### src/rtl/vga_pkg.sv
// Shared VGA raster geometry: 640x480@60 defaults, totals, sync polarity.
// Colour sources import this so they agree with vga_sync_out.
package vga_pkg;

  localparam int VGA_CNT_W = 10;

  localparam int H_ACTIVE_DEF = 640;
  localparam int H_FP_DEF     = 16;
  localparam int H_SYNC_DEF   = 96;
  localparam int H_BP_DEF     = 48;

  localparam int V_ACTIVE_DEF = 480;
  localparam int V_FP_DEF     = 10;
  localparam int V_SYNC_DEF   = 2;
  localparam int V_BP_DEF     = 33;

  localparam logic SYNC_ACTIVE_LOW  = 1'b0;
  localparam logic SYNC_ACTIVE_HIGH = 1'b1;

  function automatic int raster_total(
    input int act,
    input int fp,
    input int sync,
    input int bp
  );
    return act + fp + sync + bp;
  endfunction

  localparam int H_TOTAL_DEF = raster_total(H_ACTIVE_DEF, H_FP_DEF,
                                            H_SYNC_DEF, H_BP_DEF);
  localparam int V_TOTAL_DEF = raster_total(V_ACTIVE_DEF, V_FP_DEF,
                                            V_SYNC_DEF, V_BP_DEF);

endpackage

### src/rtl/vga_axis_cnt.sv
// One raster axis: wrapping counter with enable, terminal count,
// active-area and sync-window decodes.
module vga_axis_cnt
  import vga_pkg::*;
#(
  parameter int CNT_W      = VGA_CNT_W,
  parameter int TOTAL      = H_TOTAL_DEF,
  parameter int ACTIVE     = H_ACTIVE_DEF,
  parameter int SYNC_START = H_ACTIVE_DEF + H_FP_DEF,
  parameter int SYNC_LEN   = H_SYNC_DEF
) (
  input  logic             i_clk,
  input  logic             i_rst,
  input  logic             i_en,
  output logic [CNT_W-1:0] o_cnt,
  output logic             o_tc,
  output logic             o_act,
  output logic             o_sync
);

  if (TOTAL - 1 >= (1 << CNT_W)) begin : g_width_chk
    $error("vga_axis_cnt: TOTAL-1 does not fit in CNT_W bits");
  end

  localparam logic [CNT_W-1:0] LAST = CNT_W'(TOTAL - 1);
  localparam logic [CNT_W-1:0] ACT  = CNT_W'(ACTIVE);
  localparam logic [CNT_W-1:0] S0   = CNT_W'(SYNC_START);
  localparam logic [CNT_W-1:0] S1   = CNT_W'(SYNC_START + SYNC_LEN);

  logic [CNT_W-1:0] r_cnt;
  logic             w_tc;

  assign w_tc = (r_cnt == LAST);

  always_ff @(posedge i_clk or posedge i_rst) begin
    if (i_rst) begin
      r_cnt <= '0;
    end else if (i_en) begin
      r_cnt <= w_tc ? '0 : r_cnt + 1'b1;
    end
  end

  assign o_cnt  = r_cnt;
  assign o_tc   = w_tc;
  assign o_act  = (r_cnt < ACT);
  assign o_sync = (r_cnt >= S0) && (r_cnt < S1);

endmodule

### src/rtl/vga_sync_out.sv
// VGA pin driver: raster counters, registered sync/de/colour outputs.
// Optional frame_start pulse under VGA_SYNC_FRAME_PULSE_EN.
module vga_sync_out
  import vga_pkg::*;
#(
  parameter int   H_ACTIVE = H_ACTIVE_DEF,
  parameter int   H_FP     = H_FP_DEF,
  parameter int   H_SYNC   = H_SYNC_DEF,
  parameter int   H_BP     = H_BP_DEF,
  parameter int   V_ACTIVE = V_ACTIVE_DEF,
  parameter int   V_FP     = V_FP_DEF,
  parameter int   V_SYNC   = V_SYNC_DEF,
  parameter int   V_BP     = V_BP_DEF,
  parameter logic SYNC_POL = SYNC_ACTIVE_LOW,
  parameter int   CNT_W    = VGA_CNT_W
) (
  input  logic             clk,
  input  logic             rst,
  output logic [CNT_W-1:0] pix_x,
  output logic [CNT_W-1:0] pix_y,
  input  logic             src_r,
  input  logic             src_g,
  input  logic             src_b,
  output logic             vga_r,
  output logic             vga_g,
  output logic             vga_b,
  output logic             vga_hs,
  output logic             vga_vs,
`ifdef VGA_SYNC_FRAME_PULSE_EN
  output logic             frame_start,
`endif
  output logic             vga_de
);

  localparam int H_TOTAL = raster_total(H_ACTIVE, H_FP, H_SYNC, H_BP);
  localparam int V_TOTAL = raster_total(V_ACTIVE, V_FP, V_SYNC, V_BP);

  logic             r_run;
  logic [CNT_W-1:0] w_hx, w_vy;
  logic             w_h_tc, w_v_tc, w_unused_vtc;
  logic             w_h_act, w_v_act, w_hwin, w_vwin, w_active;
  logic             r_r, r_g, r_b, r_hs, r_vs, r_de;

  // Raster holds at (0,0) for the first edge after reset release.
  always_ff @(posedge clk or posedge rst) begin
    if (rst) r_run <= 1'b0;
    else     r_run <= 1'b1;
  end

  vga_axis_cnt #(
    .CNT_W(CNT_W), .TOTAL(H_TOTAL), .ACTIVE(H_ACTIVE),
    .SYNC_START(H_ACTIVE + H_FP), .SYNC_LEN(H_SYNC)
  ) u_h (
    .i_clk(clk), .i_rst(rst), .i_en(r_run),
    .o_cnt(w_hx), .o_tc(w_h_tc), .o_act(w_h_act), .o_sync(w_hwin)
  );

  vga_axis_cnt #(
    .CNT_W(CNT_W), .TOTAL(V_TOTAL), .ACTIVE(V_ACTIVE),
    .SYNC_START(V_ACTIVE + V_FP), .SYNC_LEN(V_SYNC)
  ) u_v (
    .i_clk(clk), .i_rst(rst), .i_en(r_run & w_h_tc),
    .o_cnt(w_vy), .o_tc(w_v_tc), .o_act(w_v_act), .o_sync(w_vwin)
  );

  assign w_unused_vtc = w_v_tc;
  assign w_active     = w_h_act & w_v_act;
  assign pix_x        = w_hx;
  assign pix_y        = w_vy;

  always_ff @(posedge clk or posedge rst) begin
    if (rst) begin
      r_r  <= 1'b0;
      r_g  <= 1'b0;
      r_b  <= 1'b0;
      r_de <= 1'b0;
      r_hs <= ~SYNC_POL;
      r_vs <= ~SYNC_POL;
    end else if (r_run) begin
      r_r  <= w_active & src_r;
      r_g  <= w_active & src_g;
      r_b  <= w_active & src_b;
      r_de <= w_active;
      r_hs <= w_hwin ? SYNC_POL : ~SYNC_POL;
      r_vs <= w_vwin ? SYNC_POL : ~SYNC_POL;
    end
  end

`ifdef VGA_SYNC_FRAME_PULSE_EN
  logic r_fs;

  always_ff @(posedge clk or posedge rst) begin
    if (rst) r_fs <= 1'b0;
    else     r_fs <= r_run && (w_hx == '0) && (w_vy == '0);
  end

  assign frame_start = r_fs;
`endif

  assign vga_r  = r_r;
  assign vga_g  = r_g;
  assign vga_b  = r_b;
  assign vga_de = r_de;
  assign vga_hs = r_hs;
  assign vga_vs = r_vs;

endmodule
### config.mk
export PLATFORM = sky130hd
export DESIGN_NAME = vga_sync_out
export DESIGN_NICKNAME = d
export VERILOG_FILES = /design/src/rtl/vga_pkg.sv /design/src/rtl/vga_axis_cnt.sv /design/src/rtl/vga_sync_out.sv
export SDC_FILE = /design/constraint.sdc
export NUM_CORES = 1
export LEC_CHECK = 0
export ABC_AREA = 1
export BUFFER_PORTS_ARGS = -buffer_cell sky130_fd_sc_hd__buf_2
export CELL_PAD_IN_SITES_DETAIL_PLACEMENT = 1
export CELL_PAD_IN_SITES_GLOBAL_PLACEMENT = 2
export CORE_ASPECT_RATIO = 1.1
export CORE_MARGIN = 3
export CORE_UTILIZATION = 30
export CTS_CLUSTER_SIZE = 16
export DETAILED_ROUTE_END_ITERATION = 12
export GPL_TIMING_DRIVEN = 0
export HOLD_SLACK_MARGIN = 0.1
export PLACE_DENSITY = 0.86
export SLEW_MARGIN = 5
export SYNTH_ARGS = -nofsm -noshare
export SYNTH_HDL_FRONTEND = slang
export SYNTH_SLANG_ARGS = --single-unit
export TNS_END_PERCENT = 100
### constraint.sdc
create_clock -name clk -period 1.86 [get_ports clk]
set_input_delay 0.279 -clock clk [delete_from_list [all_inputs] [get_ports clk]]
set_output_delay 0.279 -clock clk [all_outputs]
set_load 0.03 [all_outputs]
==> impl_results.rst <==
.. list-table::
   :header-rows: 1

   * - Metric
     - Value
   * - Number of setup violations in the final report
     - 0
   * - Register clock-pin slew on the reported worst setup and hold paths
     - 0.10 ns
   * - TritonCTS clock tree
     - built
   * - Final clock skew
     - 0.004242 ns
   * - Path type of the worst setup path
     - flip-flop to flip-flop
   * - Worst Reg-to-Reg Cells
     - 8
   * - Fin. max-slew vios
     - 0
   * - Post-detail-place hpwl
     - 2813 um
   * - Max_slew headroom
     - 28.82%
   * - Mapped Cells
     - 200
   * - First-pass detailed-route iteration total
     - 4
   * - Critical path data arrival time
     - 1.68 ns
   * - Ports placed on the boundary
     - 31
   * - Remaining DRCs
     - 0
   * - Maximum VDD drop
     - 0.4161 mV
   * - Number of clock sinks seen by CTS
     - 27
   * - Final Hold Viols
     - 0
   * - Number of buffers added by the clock tree synthesis step
     - 3
   * - Count of maximum capacitance violations
     - 0
   * - Slack of the worst reg-to-reg path
     - 0.36 ns
   * - Net Count, Synth
     - 209
   * - Power per cell area
     - 835.7 nW/um2
   * - Overall track demand over capacity in global routing
     - 14.00%
   * - Final Cycle Share
     - 80.76%
   * - Core Region
     - 4782 um2
   * - Net count, final
     - 244
   * - Cell taking the most area after synthesis
     - sky130_fd_sc_hd__dfrtp_1
   * - Overall via count from detail_route
     - 1,364
   * - Number of global-route vias before repair
     - 1,396
   * - Number of buffers added on ports
     - 30
   * - Avg WL per Cell
     - 12.60 um
   * - Number of gates given a new drive strength after cts
     - 0
   * - Buffers inserted during post-CTS setup optimization
     - 0
   * - Ys Warns
     - 0
   * - Diode insertion count for antenna repair
     - 0
   * - Routability congestion estimate
     - 0.7592
   * - Setup repair after global routing missed its margin
     - false
   * - Sequential-to-total area share from yosys stat
     - 44.32%
   * - Final Routed Wirelength
     - 3653 um
   * - Static leakage
     - 0.0009257 uW
   * - Total number of placement rows
     - 26
   * - Largest net degree at the start of global routing
     - 28
   * - Mapped cell area
     - 1530 um2
   * - Overflow left after global routing
     - 0
   * - Fillers
     - 611
   * - Number of unique standard cell types used by synthesis
     - 28
   * - Die X-Extent
     - 74.10 um
   * - Endpoint required time on the critical path
     - 2.04 ns
   * - Critical path fanouts, max
     - 9
   * - Root buffer cell
     - sky130_fd_sc_hd__clkbuf_8
   * - Post-Layout Inst Area
     - 1795 um2
   * - Area of the die
     - 5995 um2
   * - Wire length of the first global-routing pass
     - 6527 um
   * - Avg Vias per Cell
     - 4.703
   * - Fraction of synthesized cell area taken by the top area cell type
     - 40.88%
   * - Initial antenna violation count
     - 0
   * - Worst Setup End Kind
     - flip-flop
   * - Worst-Margin Slew
     - 1.067 ns
   * - Detailed router's first-iteration violation count
     - 82
   * - Leading cell types in the layout, fill and taps excluded
     - sky130_fd_sc_hd__nand2_1, sky130_fd_sc_hd__buf_2, sky130_fd_sc_hd__inv_1
   * - Kind of start point of the critical path
     - flip-flop
   * - Worst hold path class
     - input port to flip-flop
   * - Y dimension of the die
     - 80.91 um
   * - Most common cell after layout, fill and taps aside
     - sky130_fd_sc_hd__nand2_1
   * - Number of buffers inserted by hold repair at cts
     - 0
   * - H-tree level count
     - 1
   * - Result of the run
     - finished, final reports clean
   * - Dominant cells by area after synthesis
     - sky130_fd_sc_hd__dfrtp_1, sky130_fd_sc_hd__nand2_1, sky130_fd_sc_hd__nand3_1
   * - Avg Cell Area, Syn
     - 7.651 um2
   * - Layout cells sized above 1
     - 21.79%
   * - Post-DRT Antenna Nets
     - 0
   * - Post-detailed-placement cell area
     - 1750 um2
   * - Number of buffers on the longest clock path
     - 2
   * - Initial Util
     - 32.00%
   * - #FFs+latches synth
     - 27
   * - Area delta synth->final
     - 17.33%
   * - Number of cells traversed by the worst hold path
     - 3
   * - Maximum operating frequency
     - 0.6658 GHz
   * - Minimum clock period
     - 1.502 ns
   * - Skew-Pair Late Insertion Delay
     - 0.28 ns
   * - Total Negative Setup Slacks
     - 0 ns
-- registers in the layout, summed over array words and instances (netlist names) --
register	count
r_run	1
vga_r	1
u_v.o_cnt	10
vga_vs	1
u_h.o_cnt	10
vga_g	1
vga_b	1
vga_hs	1
vga_de	1
-- path summary, 6_finish.rpt --
kind | end | startpoint
setup / recovery | u_v.o_cnt[7] | u_h.o_cnt[1]
min in group asynchronous | u_h.o_cnt[2] | rst
max in group asynchronous | u_h.o_cnt[5] | rst
hold / removal | vga_g | src_g
hold reg to reg | vga_r | vga_r
setup reg to reg | u_v.o_cnt[7] | u_h.o_cnt[1]
-- power by group --
part,internal [uW],switching [uW]
Sequential,650,86.2
Clock,154,191
Combinational,122,297
-- synth_stat cells --
cell / instances
sky130_fd_sc_hd__nor2_1: 23
sky130_fd_sc_hd__a41oi_1: 1
sky130_fd_sc_hd__o21ai_2: 3
sky130_fd_sc_hd__nand3_1: 22
sky130_fd_sc_hd__nor2_2: 4
sky130_fd_sc_hd__a21oi_1: 6
sky130_fd_sc_hd__nand3_2: 1
sky130_fd_sc_hd__nand2_1: 48
sky130_fd_sc_hd__dfstp_2: 2
sky130_fd_sc_hd__a22o_1: 1
sky130_fd_sc_hd__nand2_2: 1
sky130_fd_sc_hd__xnor2_1: 1
sky130_fd_sc_hd__o21bai_1: 1
sky130_fd_sc_hd__inv_2: 1
sky130_fd_sc_hd__o22a_1: 1
sky130_fd_sc_hd__nor3_2: 1
sky130_fd_sc_hd__xor2_1: 3
sky130_fd_sc_hd__ha_1: 4
sky130_fd_sc_hd__inv_1: 29
sky130_fd_sc_hd__nor3_1: 3
sky130_fd_sc_hd__buf_6: 1
sky130_fd_sc_hd__nand4_1: 7
sky130_fd_sc_hd__buf_2: 2
sky130_fd_sc_hd__o21ai_0: 5
sky130_fd_sc_hd__conb_1: 1
sky130_fd_sc_hd__dfrtp_1: 25
sky130_fd_sc_hd__o21ai_1: 1
sky130_fd_sc_hd__nor2_4: 2
-- worst max-delay path: stages, from the launching register on --
cell                      delay, ns
sky130_fd_sc_hd__dfrtp_1       0.39
sky130_fd_sc_hd__ha_1          0.20
sky130_fd_sc_hd__nand2_1       0.12
sky130_fd_sc_hd__nor2_1        0.15
sky130_fd_sc_hd__nand2_1       0.10
sky130_fd_sc_hd__nor2_4        0.21
sky130_fd_sc_hd__nand2_1       0.10
sky130_fd_sc_hd__nand2_1       0.08
sky130_fd_sc_hd__nor2_1        0.04
-- layer usage --
layer | part of all wire [%] | global-route usage, % | wire length [um]
met4 | 1.3 | 4.348 | 48
met3 | 3.8 | 2.723 | 138
met2 | 46 | 22.61 | 1683
met5 | 0 | 0 | 0
met1 | 49 | 18.76 | 1783
-- cell families after synthesis --
family,synth area share (%)
DFF,44.32
adders and majority gates,3.271
xor gates and xnor gates,2.290
other,0.2451
and+or+nand+nor,33.28
buffers and inverters,8.748
AOI/OAI and AO/OA,7.850
-- final cells by class --
class / count / area, um2 / area share [%]
Timing Repair Buffer: 30 / 150.1 / 8.362
Sequential cell: 27 / 678.2 / 37.77
Clock buffer: 4 / 45.04 / 2.509
Multi-Input combinational cell: 140 / 718.2 / 40.00
Inverter: 30 / 112.6 / 6.272
Tap cell: 56 / 70.07 / 3.902
Buffer: 3 / 21.27 / 1.185
-- through the flow --
stage	hold slack [ns]	worst slack, ns	power [uW]	cells	utilization (%)
final	0.2253	0.3580	1500	290	37.55
after global routing	0.2287	0.1398	1611	290	37.55
after CTS	0.2259	0.3378	1527	290	37.55
after detailed placement	0.4687	0.3518	1175	286	36.60
after global placement	0.4630	0.3626	1169	286	36.60
after floorplan	0.3302	0.2859	1052	200	-
(Power assumes the default switching activity.)
